--- src/rtl/song_reader_ctrl_if.sv ---
// Song ROM fetch bus plus note-player handshake between the song
// reader sequencer (master) and the ROM / note player side (slave).
interface song_reader_ctrl_if #(
    parameter int SONG_W = 2,
    parameter int ADDR_W = 5,
    parameter int NOTE_W = 6,
    parameter int DUR_W  = 6
);
    logic [SONG_W+ADDR_W-1:0] rom_addr;
    logic [NOTE_W+DUR_W-1:0]  rom_data;
    logic                     note_done;
    logic                     new_note;
    logic [NOTE_W-1:0]        note;
    logic [DUR_W-1:0]         duration;

    modport master (
        output rom_addr,
        output new_note,
        output note,
        output duration,
        input  rom_data,
        input  note_done
    );

    modport slave (
        input  rom_addr,
        input  new_note,
        input  note,
        input  duration,
        output rom_data,
        output note_done
    );
endinterface

--- src/rtl/song_reader_ctrl.sv ---
// Song reader sequencer: walks note addresses of the selected song,
// fetches each ROM word and hands it to the note player.
module song_reader_ctrl #(
    parameter int ADDR_W  = 5,
    parameter int SONG_W  = 2,
    parameter int NOTE_W  = 6,
    parameter int DUR_W   = 6,
    parameter int ROM_LAT = 1
) (
    input  logic              clk,
    input  logic              reset,
    input  logic              play,
    input  logic              next_song,
    song_reader_ctrl_if.master bus,
    output logic [SONG_W-1:0] song,
    output logic              playing,
    output logic              song_done
);

    localparam int CNT_W = 2;
    localparam logic [CNT_W-1:0] CNT_LAST = CNT_W'(ROM_LAT - 1);

    typedef enum logic [2:0] {
        S_IDLE,
        S_FETCH,
        S_LATCH,
        S_WAIT,
        S_END
    } state_t;

    state_t             state_q, state_d;
    logic [ADDR_W-1:0]  addr_q, addr_d;
    logic [SONG_W-1:0]  song_q, song_d;
    logic [NOTE_W-1:0]  note_q, note_d;
    logic [DUR_W-1:0]   dur_q, dur_d;
    logic [CNT_W-1:0]   cnt_q, cnt_d;
    logic               new_note_q, new_note_d;
    logic               song_done_q, song_done_d;
    logic               playing_q, playing_d;

    logic [NOTE_W-1:0]  rom_note;
    logic [DUR_W-1:0]   rom_dur;

    assign rom_note = bus.rom_data[NOTE_W+DUR_W-1:DUR_W];
    assign rom_dur  = bus.rom_data[DUR_W-1:0];

    always_comb begin
        state_d     = state_q;
        addr_d      = addr_q;
        song_d      = song_q;
        note_d      = note_q;
        dur_d       = dur_q;
        cnt_d       = cnt_q;
        new_note_d  = 1'b0;
        song_done_d = 1'b0;

        // Skipping songs abandons whatever fetch or note is in flight.
        if (next_song) begin
            song_d  = song_q + 1'b1;
            addr_d  = '0;
            cnt_d   = '0;
            state_d = play ? S_FETCH : S_IDLE;
        end else begin
            unique case (state_q)
                S_IDLE: begin
                    if (play) begin
                        state_d = S_FETCH;
                        cnt_d   = '0;
                    end
                end
                S_FETCH: begin
                    if (cnt_q == CNT_LAST) begin
                        state_d = S_LATCH;
                    end else begin
                        cnt_d = cnt_q + CNT_W'(1);
                    end
                end
                S_LATCH: begin
                    note_d = rom_note;
                    dur_d  = rom_dur;
                    if (rom_dur != '0) begin
                        new_note_d = 1'b1;
                        state_d    = S_WAIT;
                    end else begin
                        song_done_d = 1'b1;
                        addr_d      = '0;
                        state_d     = S_END;
                    end
                end
                S_WAIT: begin
                    if (bus.note_done) begin
                        if (&addr_q) begin
                            song_done_d = 1'b1;
                            addr_d      = '0;
                            state_d     = S_END;
                        end else begin
                            addr_d  = addr_q + 1'b1;
                            cnt_d   = '0;
                            state_d = play ? S_FETCH : S_IDLE;
                        end
                    end
                end
                S_END: begin
                    // Require play to drop so a finished song never auto-replays.
                    if (!play) begin
                        state_d = S_IDLE;
                    end
                end
                default: state_d = S_IDLE;
            endcase
        end

        playing_d = (state_d == S_FETCH) ||
                    (state_d == S_LATCH) ||
                    (state_d == S_WAIT);
    end

    always_ff @(posedge clk) begin
        if (!reset) begin
            state_q     <= S_IDLE;
            addr_q      <= '0;
            song_q      <= '0;
            note_q      <= '0;
            dur_q       <= '0;
            cnt_q       <= '0;
            new_note_q  <= 1'b0;
            song_done_q <= 1'b0;
            playing_q   <= 1'b0;
        end else begin
            state_q     <= state_d;
            addr_q      <= addr_d;
            song_q      <= song_d;
            note_q      <= note_d;
            dur_q       <= dur_d;
            cnt_q       <= cnt_d;
            new_note_q  <= new_note_d;
            song_done_q <= song_done_d;
            playing_q   <= playing_d;
        end
    end

    assign bus.rom_addr = {song_q, addr_q};
    assign bus.new_note = new_note_q;
    assign bus.note     = note_q;
    assign bus.duration = dur_q;
    assign song         = song_q;
    assign playing      = playing_q;
    assign song_done    = song_done_q;

endmodule

--- src/flat_wrapper.sv ---
// flat-port wrapper written by rule: the top's interface ports become plain ports
module song_reader_ctrl_flat 
#(
    parameter int ADDR_W  = 5,
    parameter int SONG_W  = 2,
    parameter int NOTE_W  = 6,
    parameter int DUR_W   = 6,
    parameter int ROM_LAT = 1
)
  (clk, reset, play, next_song, song, playing, song_done, bus_rom_addr, bus_new_note, bus_note, bus_duration, bus_rom_data, bus_note_done);
  song_reader_ctrl_if #(.SONG_W(SONG_W), .ADDR_W(ADDR_W), .NOTE_W(NOTE_W), .DUR_W(DUR_W)) bus_i ();
  input  logic clk;
  input  logic reset;
  input  logic play;
  input  logic next_song;
  output logic [SONG_W-1:0] song;
  output logic playing;
  output logic song_done;
  output wire logic [$bits(bus_i.rom_addr)-1:0] bus_rom_addr;
  output wire logic [$bits(bus_i.new_note)-1:0] bus_new_note;
  output wire logic [$bits(bus_i.note)-1:0] bus_note;
  output wire logic [$bits(bus_i.duration)-1:0] bus_duration;
  input wire logic [$bits(bus_i.rom_data)-1:0] bus_rom_data;
  input wire logic [$bits(bus_i.note_done)-1:0] bus_note_done;
  assign bus_rom_addr = bus_i.rom_addr;
  assign bus_new_note = bus_i.new_note;
  assign bus_note = bus_i.note;
  assign bus_duration = bus_i.duration;
  assign bus_i.rom_data = bus_rom_data;
  assign bus_i.note_done = bus_note_done;
  song_reader_ctrl #(.ADDR_W(ADDR_W), .SONG_W(SONG_W), .NOTE_W(NOTE_W), .DUR_W(DUR_W), .ROM_LAT(ROM_LAT)) u_core (.clk(clk), .reset(reset), .play(play), .next_song(next_song), .bus(bus_i), .song(song), .playing(playing), .song_done(song_done));
endmodule
--- config.mk ---
export PLATFORM = sky130hd
export DESIGN_NAME = song_reader_ctrl_flat
export DESIGN_NICKNAME = d
export VERILOG_FILES = /design/src/rtl/song_reader_ctrl_if.sv /design/src/rtl/song_reader_ctrl.sv /design/src/flat_wrapper.sv
export SDC_FILE = /design/constraint.sdc
export NUM_CORES = 1
export LEC_CHECK = 0
export CAP_MARGIN = 20
export CORE_ASPECT_RATIO = 0.7
export CORE_MARGIN = 4
export CORE_UTILIZATION = 41
export DETAILED_ROUTE_END_ITERATION = 12
export GPL_ROUTABILITY_DRIVEN = 1
export PLACE_DENSITY = 0.75
export SETUP_SLACK_MARGIN = 0.1
export SYNTH_ARGS = -nofsm -noshare
export SYNTH_HDL_FRONTEND = slang
export SYNTH_SLANG_ARGS = --single-unit
--- constraint.sdc ---
create_clock -name clk -period 1.75 [get_ports clk]
set_input_delay 0.35 -clock clk [delete_from_list [all_inputs] [get_ports clk]]
set_output_delay 0.35 -clock clk [all_outputs]
set_load 0.01 [all_outputs]
==> metrics.txt, run 1 <==
status=finished, final reports clean; period utilisation layout=97.4%; DR iter-0 viols=81; Worst-Margin Slew=0.473 ns; final hold slack=0.455 ns; RSZ-0062 raised after global routing=yes; Synth Area in XOR/XNOR=1.35%; hold_sp=u_core.bus.note[5]$_SDFFE_PN0P_; Synth Area in Compound Gates=20.0%; min Tclk post-route=1.70 ns; Ys Warns=0; Setup crit end kind=register; Leak=~0.74 nW; endpoints failing hold=0; Placeable Area=2900 um2; drt total wl=approximately 3400 um; hold path endpoint=u_core.bus.note[5]$_SDFFE_PN0P_; hold buffers post-CTS=0; Synth async-reset ratio=0%; residual DRC count=0; Worst path slowest cell=dfxtp_4; pin count of the biggest net entering global routing=16; Fmax=587 MHz; CP required=approximately 2.0 ns; CTS Buf Count=3; Slew Viols, Final=0; GPL Wtd Cong=0.865; top_reg_cell synth=dfxtp_1; adder and majority gate portion of the synthesized area=2.90%; most frequent CP cell=ha_4; Power Total=approximately 0.0012 W; global-route wire length before repair=5290 um; ant diodes=0; Worst R2R Path Depth=7; vias=1255; Netlist cell types=45; RR Endpoint=u_core.addr_q[3]$_SDFFE_PP0P_; DP HPWL=2600 um; # IOs=41; max incr delay on CP=roughly 0.36 ns; Fin Clk Skew=about 0.0062 ns; crit path cell chain=ha_4 > and3_4 > ha_4 > and4bb_4 > nand2_2 > or3_1 > a31oi_1; WS Path Type=register to register; vias per cell=5.32; hold path depth=2; Skew-Pair Late Insertion Delay=0.27 ns; Post-Syn Nets=170; Slew HR=68.4%; fillers=230; GRT Total Usage=16.5%; worst r2r src=u_core.addr_q[1]$_SDFFE_PP0P_; CTS tree=done; Post-synth EDFFs=0; Worst EP arrival=1.91 ns; syn_area_per_cell=8.62 um2; Seq/Total Area, Yosys=41.8%; min-delay worst type=register to register; Die X-Extent=75.1 um; crit start category=register; Clock transition at path regs=around 0.09 ns; flops & latches, synth=27; die area=a little over 4000 um2; Initial Utilization=44.6%; mux share of post-synthesis cell area=0%; final setup vio count=0; Antenna Violating Nets Remaining=0; htree depth=1; Synth Area in Simple Gates=28.3%; Clock Path Buffers=2; chip height=around 55 um; First-pass DRT Iterations=4; number of global-route vias before repair=between 1k and 1.5k; Sink Count=27; maximum vdd drop=0.486 mV; remaining global-route overflow=0; Fin Setup TNS=0 ns; reg-to-reg slack, setup=~0.046 ns; initial antenna violation count=0; buffers added on ports=40; cells after synthesis=150; row count=16; crit-path max FO=2; maxcap violations=0; main combinational cell family by area after synthesis=simple AND/OR/NAND/NOR gates; Clock Root Buffer=clkbuf_8; fin nets=221; layout cell share with drive strength beyond 1=18.0%; Syn Std Cell Area=roughly 1300 um2; Routed WL per cell=14.3 um; pwr dens=629 nW/um2; area grow syn2layout=47.5%
sequential cells by signal (all words and copies together), names as in the netlist:
| signal | cells |
|---|---|
| u_core.cnt_q | 2 |
| u_core.song | 2 |
| u_core.song_done | 1 |
| u_core.bus.duration | 6 |
| u_core.bus.note | 6 |
| u_core.playing | 1 |
| u_core.state_q | 3 |
| u_core.bus.new_note | 1 |
| u_core.addr_q | 5 |
kinds of logic (layout without fill, tap and decap cells):
logic type,after synthesis,in the layout
DFF,27,27
AOI/OAI and AO/OA,36,36
buffers and inverters,12,62
xor gates and xnor gates,2,2
and+or+nand+nor,70,70
adders and majority gates,3,3
per-stage QoR:
step                utilization [%]  std cells  area [um2]  worst slack [ns]
CTS                            64.7        236        1880            0.0340
global placement               62.8        231        1820           -0.0793
finish                         65.7        236        1910            0.0458
global route                   65.7        236        1910           -0.0317
floorplan                         -        150        1330            0.0132
detailed placement             62.8        231        1820            -0.150
layer usage:
| metal | share of wire, % | track usage (%) |
|---|---|---|
| met4 | 0.27 | 1.74 |
| met2 | 49 | 28.8 |
| met5 | 0 | 0 |
| met1 | 45 | 21.8 |
| met3 | 5.7 | 3.79 |
synthesized netlist by cell type (2+ instances only):
library cell / count / area (um2)
a21boi_0: 3 / 22.5
a21boi_1: 10 / 75.1
a21oi_1: 3 / 15.0
and2_1: 3 / 18.8
buf_2: 4 / 20.0
buf_4: 2 / 15.0
buf_6: 2 / 22.5
clkbuf_1: 2 / 7.51
dfxtp_1: 27 / 541
ha_1: 3 / 37.5
inv_1: 2 / 7.51
nand2_1: 30 / 113
nand2b_1: 4 / 25.0
nand3_1: 3 / 15.0
nand4_1: 4 / 25.0
nor2_1: 9 / 33.8
nor2b_1: 2 / 12.5
o211ai_1: 2 / 15.0
o21ai_0: 6 / 30.0
o21ba_2: 2 / 20.0
or3_1: 3 / 18.8
layout by cell type, fill, tap and decap left out, types with 3 or more instances in the layout:
master / count
o21ai_0: 5
dfxtp_1: 25
a21boi_1: 10
dlymetal6s2s_1: 4
a21oi_1: 3
nand3_1: 3
nand2_1: 30
or3_1: 3
clkbuf_8: 3
buf_4: 15
nor2_1: 8
nand2b_1: 4
and2_1: 3
nand4_1: 4
clkdlybuf4s50_1: 36
layout make-up:
| type | instances | area [um2] | share of cell area, % |
|---|---|---|---|
| Clock buffer | 3 | 41.3 | 2.16 |
| Clock inverter | 1 | 5.00 | 0.262 |
| Inverter | 2 | 7.51 | 0.393 |
| Multi-Input combinational cell | 111 | 729 | 38.2 |
| Sequential cell | 27 | 546 | 28.6 |
| Tap cell | 36 | 45.0 | 2.36 |
| Timing Repair Buffer | 56 | 534 | 28.0 |
critical path, delay by kind of cell, from the launching register on:
| kind | cells | cell delay (ns) |
|---|---|---|
| compound gates | 1 | 0.16 |
| fa+ha+maj | 2 | 0.30 |
| flops | 1 | 0.36 |
| simple gates | 4 | 0.81 |
worst max-delay path by stage:
| stage | start | endpoint | slack (ns) |
|---|---|---|---|
| final | u_core.addr_q[1]$_SDFFE_PP0P_ | u_core.addr_q[3]$_SDFFE_PP0P_ | 0.05 |
| after global routing | u_core.addr_q[1]$_SDFFE_PP0P_ | u_core.addr_q[3]$_SDFFE_PP0P_ | -0.03 |
| after CTS | u_core.addr_q[1]$_SDFFE_PP0P_ | u_core.addr_q[2]$_SDFFE_PP0P_ | 0.03 |
| after floorplan | u_core.addr_q[1]$_SDFFE_PP0P_ | u_core.addr_q[3]$_SDFFE_PP0P_ | 0.01 |
| after global placement | bus_rom_data[0] | u_core.addr_q[2]$_SDFFE_PP0P_ | -0.08 |
| after detailed placement | bus_rom_data[0] | u_core.addr_q[2]$_SDFFE_PP0P_ | -0.15 |
report_power, final:
part | switching, W | leakage [nW] | internal, W | total, W
registers | 0.0000224 | 0.220 | 0.000631 | 0.000653
clock network | 0.000184 | 0.0255 | 0.000159 | 0.000343
logic | 0.0000902 | 0.498 | 0.000114 | 0.000204
total | 0.000296 | 0.744 | 0.000904 | 0.00120
what timing repair did:
item,CTS,global route
resized for setup,2,9
endpoints found under the setup margin,6,12
pin swaps,4,1
cloned,0,0
setup buffers,1,0
Power figures use the tool's default switching activity.
==> run 2: changes to the inputs <==
CORE_MARGIN = default   (was 4)
==> run 2 against run 1 <==
Against the previous run:
- via count shrank 1.6%
- worst hold slack better by 0.0055 ns
- power rose by 0.78%
- final cell count shrank 0.42%
- cell area shrank 0.13%
- routed wire length down 7.1%
- worst setup slack worse by 0.045 ns
- critical path depth did not move
- non-clock buffer count is 1 lower
- die area decreased by 18%
- flip-flop and latch count did not move
- sequential power about the same
- critical endpoint unchanged
- largest cell class unchanged
==> metrics.txt, run 2 (synthesis gave the netlist of run 1 again) <==
status=finished, final reports clean; min-delay worst type=register to register; # IOs=41; Routed WL per cell=13.3 um; Placeable Area=2900 um2; RSZ-0062 raised after global routing=yes; Clock transition at path regs=~0.090 ns; Fmax=572 MHz; area grow syn2layout=47.3%; Skew-Pair Late Insertion Delay=0.27 ns; maxcap violations=0; CP startpoint=u_core.addr_q[1]$_SDFFE_PP0P_; initial antenna violation count=0; commonest non-fill, non-tap cells in the layout=38 x clkdlybuf4s50_1, 30 x nand2_1, 24 x dfxtp_1; GPL Wtd Cong=0.824; CTS Buf Count=3; Power Total=~0.0012 W; pin count of the biggest net entering global routing=17; First-pass DRT Iterations=4; Fin Clk Skew=0.00688 ns; CTS tree=done; global-route wire length before repair=5290 um; Non-Filler Cell Area, Final=1910 um2; reg-to-reg slack, setup=roughly 0.0012 ns; chip height=49 um; row count=16; remaining global-route overflow=0; Slew HR=~70%; CP required=1.96 ns; Clock Path Buffers=2; Setup crit end=u_core.addr_q[3]$_SDFFE_PP0P_; Worst-Margin Slew=0.456 ns; residual DRC count=0; GRT Total Usage=approximately a fifth; buffers added on ports=40; endpoints failing hold=0; vias=about 1.2k; placed cell areas=1810 um2; Sink Count=27; ant diodes=0; maximum vdd drop=0.350 mV; fin nets=220; worst r2r src=u_core.addr_q[1]$_SDFFE_PP0P_; vias per cell=5.26; DP HPWL=2460 um; crit start category=register; RR Endpoint=u_core.addr_q[3]$_SDFFE_PP0P_; Slew Viols, Final=0; Initial Utilization=44.6%; htree depth=1; DR iter-0 viols=between 80 and 90; drt total wl=3130 um; period utilisation layout=99.9%; final setup vio count=0; die area=about 3400 um2; commonest non-fill, non-tap cell in the layout=clkdlybuf4s50_1; WS Path Type=register to register; Clock Root Buffer=clkbuf_8; number of global-route vias before repair=1145; pwr dens=between 600 and 700 nW/um2; Die X-Extent=69.1 um; Antenna Violating Nets Remaining=0; Leak=0.699 nW; crit-path max FO=2; layout cell share with drive strength beyond 1=17.6%; Worst R2R Path Depth=7; Worst EP arrival=1.96 ns; min Tclk post-route=1.75 ns; Setup crit end kind=register
==> run 2: changes by cell type in the layout (fill, tap and decap cells not counted), sizes merged <==
cell and change:
dlymetal6s2s -2, buf -1, clkinv -1, clkdlybuf4s50 +2, clkinvlp +1
==> run 2: final cells by class <==
cell class	count	area [um2]
timing repair buffer	55	522
multi-input combinational	111	736
clock inverter	1	7.51
inverter	2	7.51
sequential	27	547
fill	226	997
tap	36	45.0
clock buffer	3	41.3
==> run 2: metrics by stage <==
stage / cells / worst slack, ns / util, % / hold WS [ns] / setup TNS (ns)
global placement: 229 / -0.106 / 62.2 / 0.439 / -0.487
detailed placement: 229 / -0.193 / 62.2 / 0.451 / -0.759
CTS: 234 / 0.00706 / 64.2 / 0.464 / 0
global route: 235 / -0.0472 / 65.6 / 0.483 / -0.0602
floorplan: 150 / 0.0132 / - / 0.450 / 0
finish: 235 / 0.00119 / 65.6 / 0.460 / 0
==> run 2: where the power goes <==
| group | leakage, nW | internal (W) | switching [W] | total, W |
|---|---|---|---|---|
| combinational | 0.456 | 0.000115 | 0.0000901 | 0.000205 |
| sequential | 0.221 | 0.000631 | 0.0000223 | 0.000653 |
| clock | 0.0217 | 0.000162 | 0.000190 | 0.000352 |
==> run 2: worst max-delay path: stages (launching register included) <==
cell and delay, ns:
dfxtp_4 0.36, ha_4 0.15, and3_4 0.19, ha_4 0.15, and4bb_4 0.30, nand2_2 0.06, or3_1 0.30, a31oi_1 0.16
==> run 2: what timing repair did <==
| action | in CTS | in global routing |
|---|---|---|
| resized for setup | 2 | 9 |
| hold buffers | 0 | 0 |
| hold endpoints to repair | 0 | 0 |
| endpoints found under the setup margin | 6 | 13 |
| gates cloned | 0 | 0 |
| setup buffers | 1 | 1 |
| pin swaps | 3 | 3 |
==> run 2: worst min-delay path by stage <==
stage,from,end,slack (ns),cells past startpoint
6_report,u_core.bus.duration[5]$_SDFFE_PN0P_,u_core.bus.duration[5]$_SDFFE_PN0P_,0.46,2
5_1_grt,u_core.bus.duration[3]$_SDFFE_PN0P_,u_core.bus.duration[3]$_SDFFE_PN0P_,0.48,2
4_1_cts,u_core.bus.duration[5]$_SDFFE_PN0P_,u_core.bus.duration[5]$_SDFFE_PN0P_,0.46,2
3_5_place_dp,u_core.bus.note[2]$_SDFFE_PN0P_,u_core.bus.note[2]$_SDFFE_PN0P_,0.45,2
3_3_place_gp,u_core.bus.note[4]$_SDFFE_PN0P_,u_core.bus.note[4]$_SDFFE_PN0P_,0.44,2
2_1_floorplan,u_core.cnt_q[1]$_SDFFE_PP0P_,u_core.cnt_q[1]$_SDFFE_PP0P_,0.45,2
==> run 2: routing by layer <==
layer	vias up	share of wire (%)	GRT usage, %
met1	582	49	26.3
met5	-	0	0
met3	0	5.4	5.37
met4	0	0	1.36
met2	32	46	31.2
li1	621	-	-
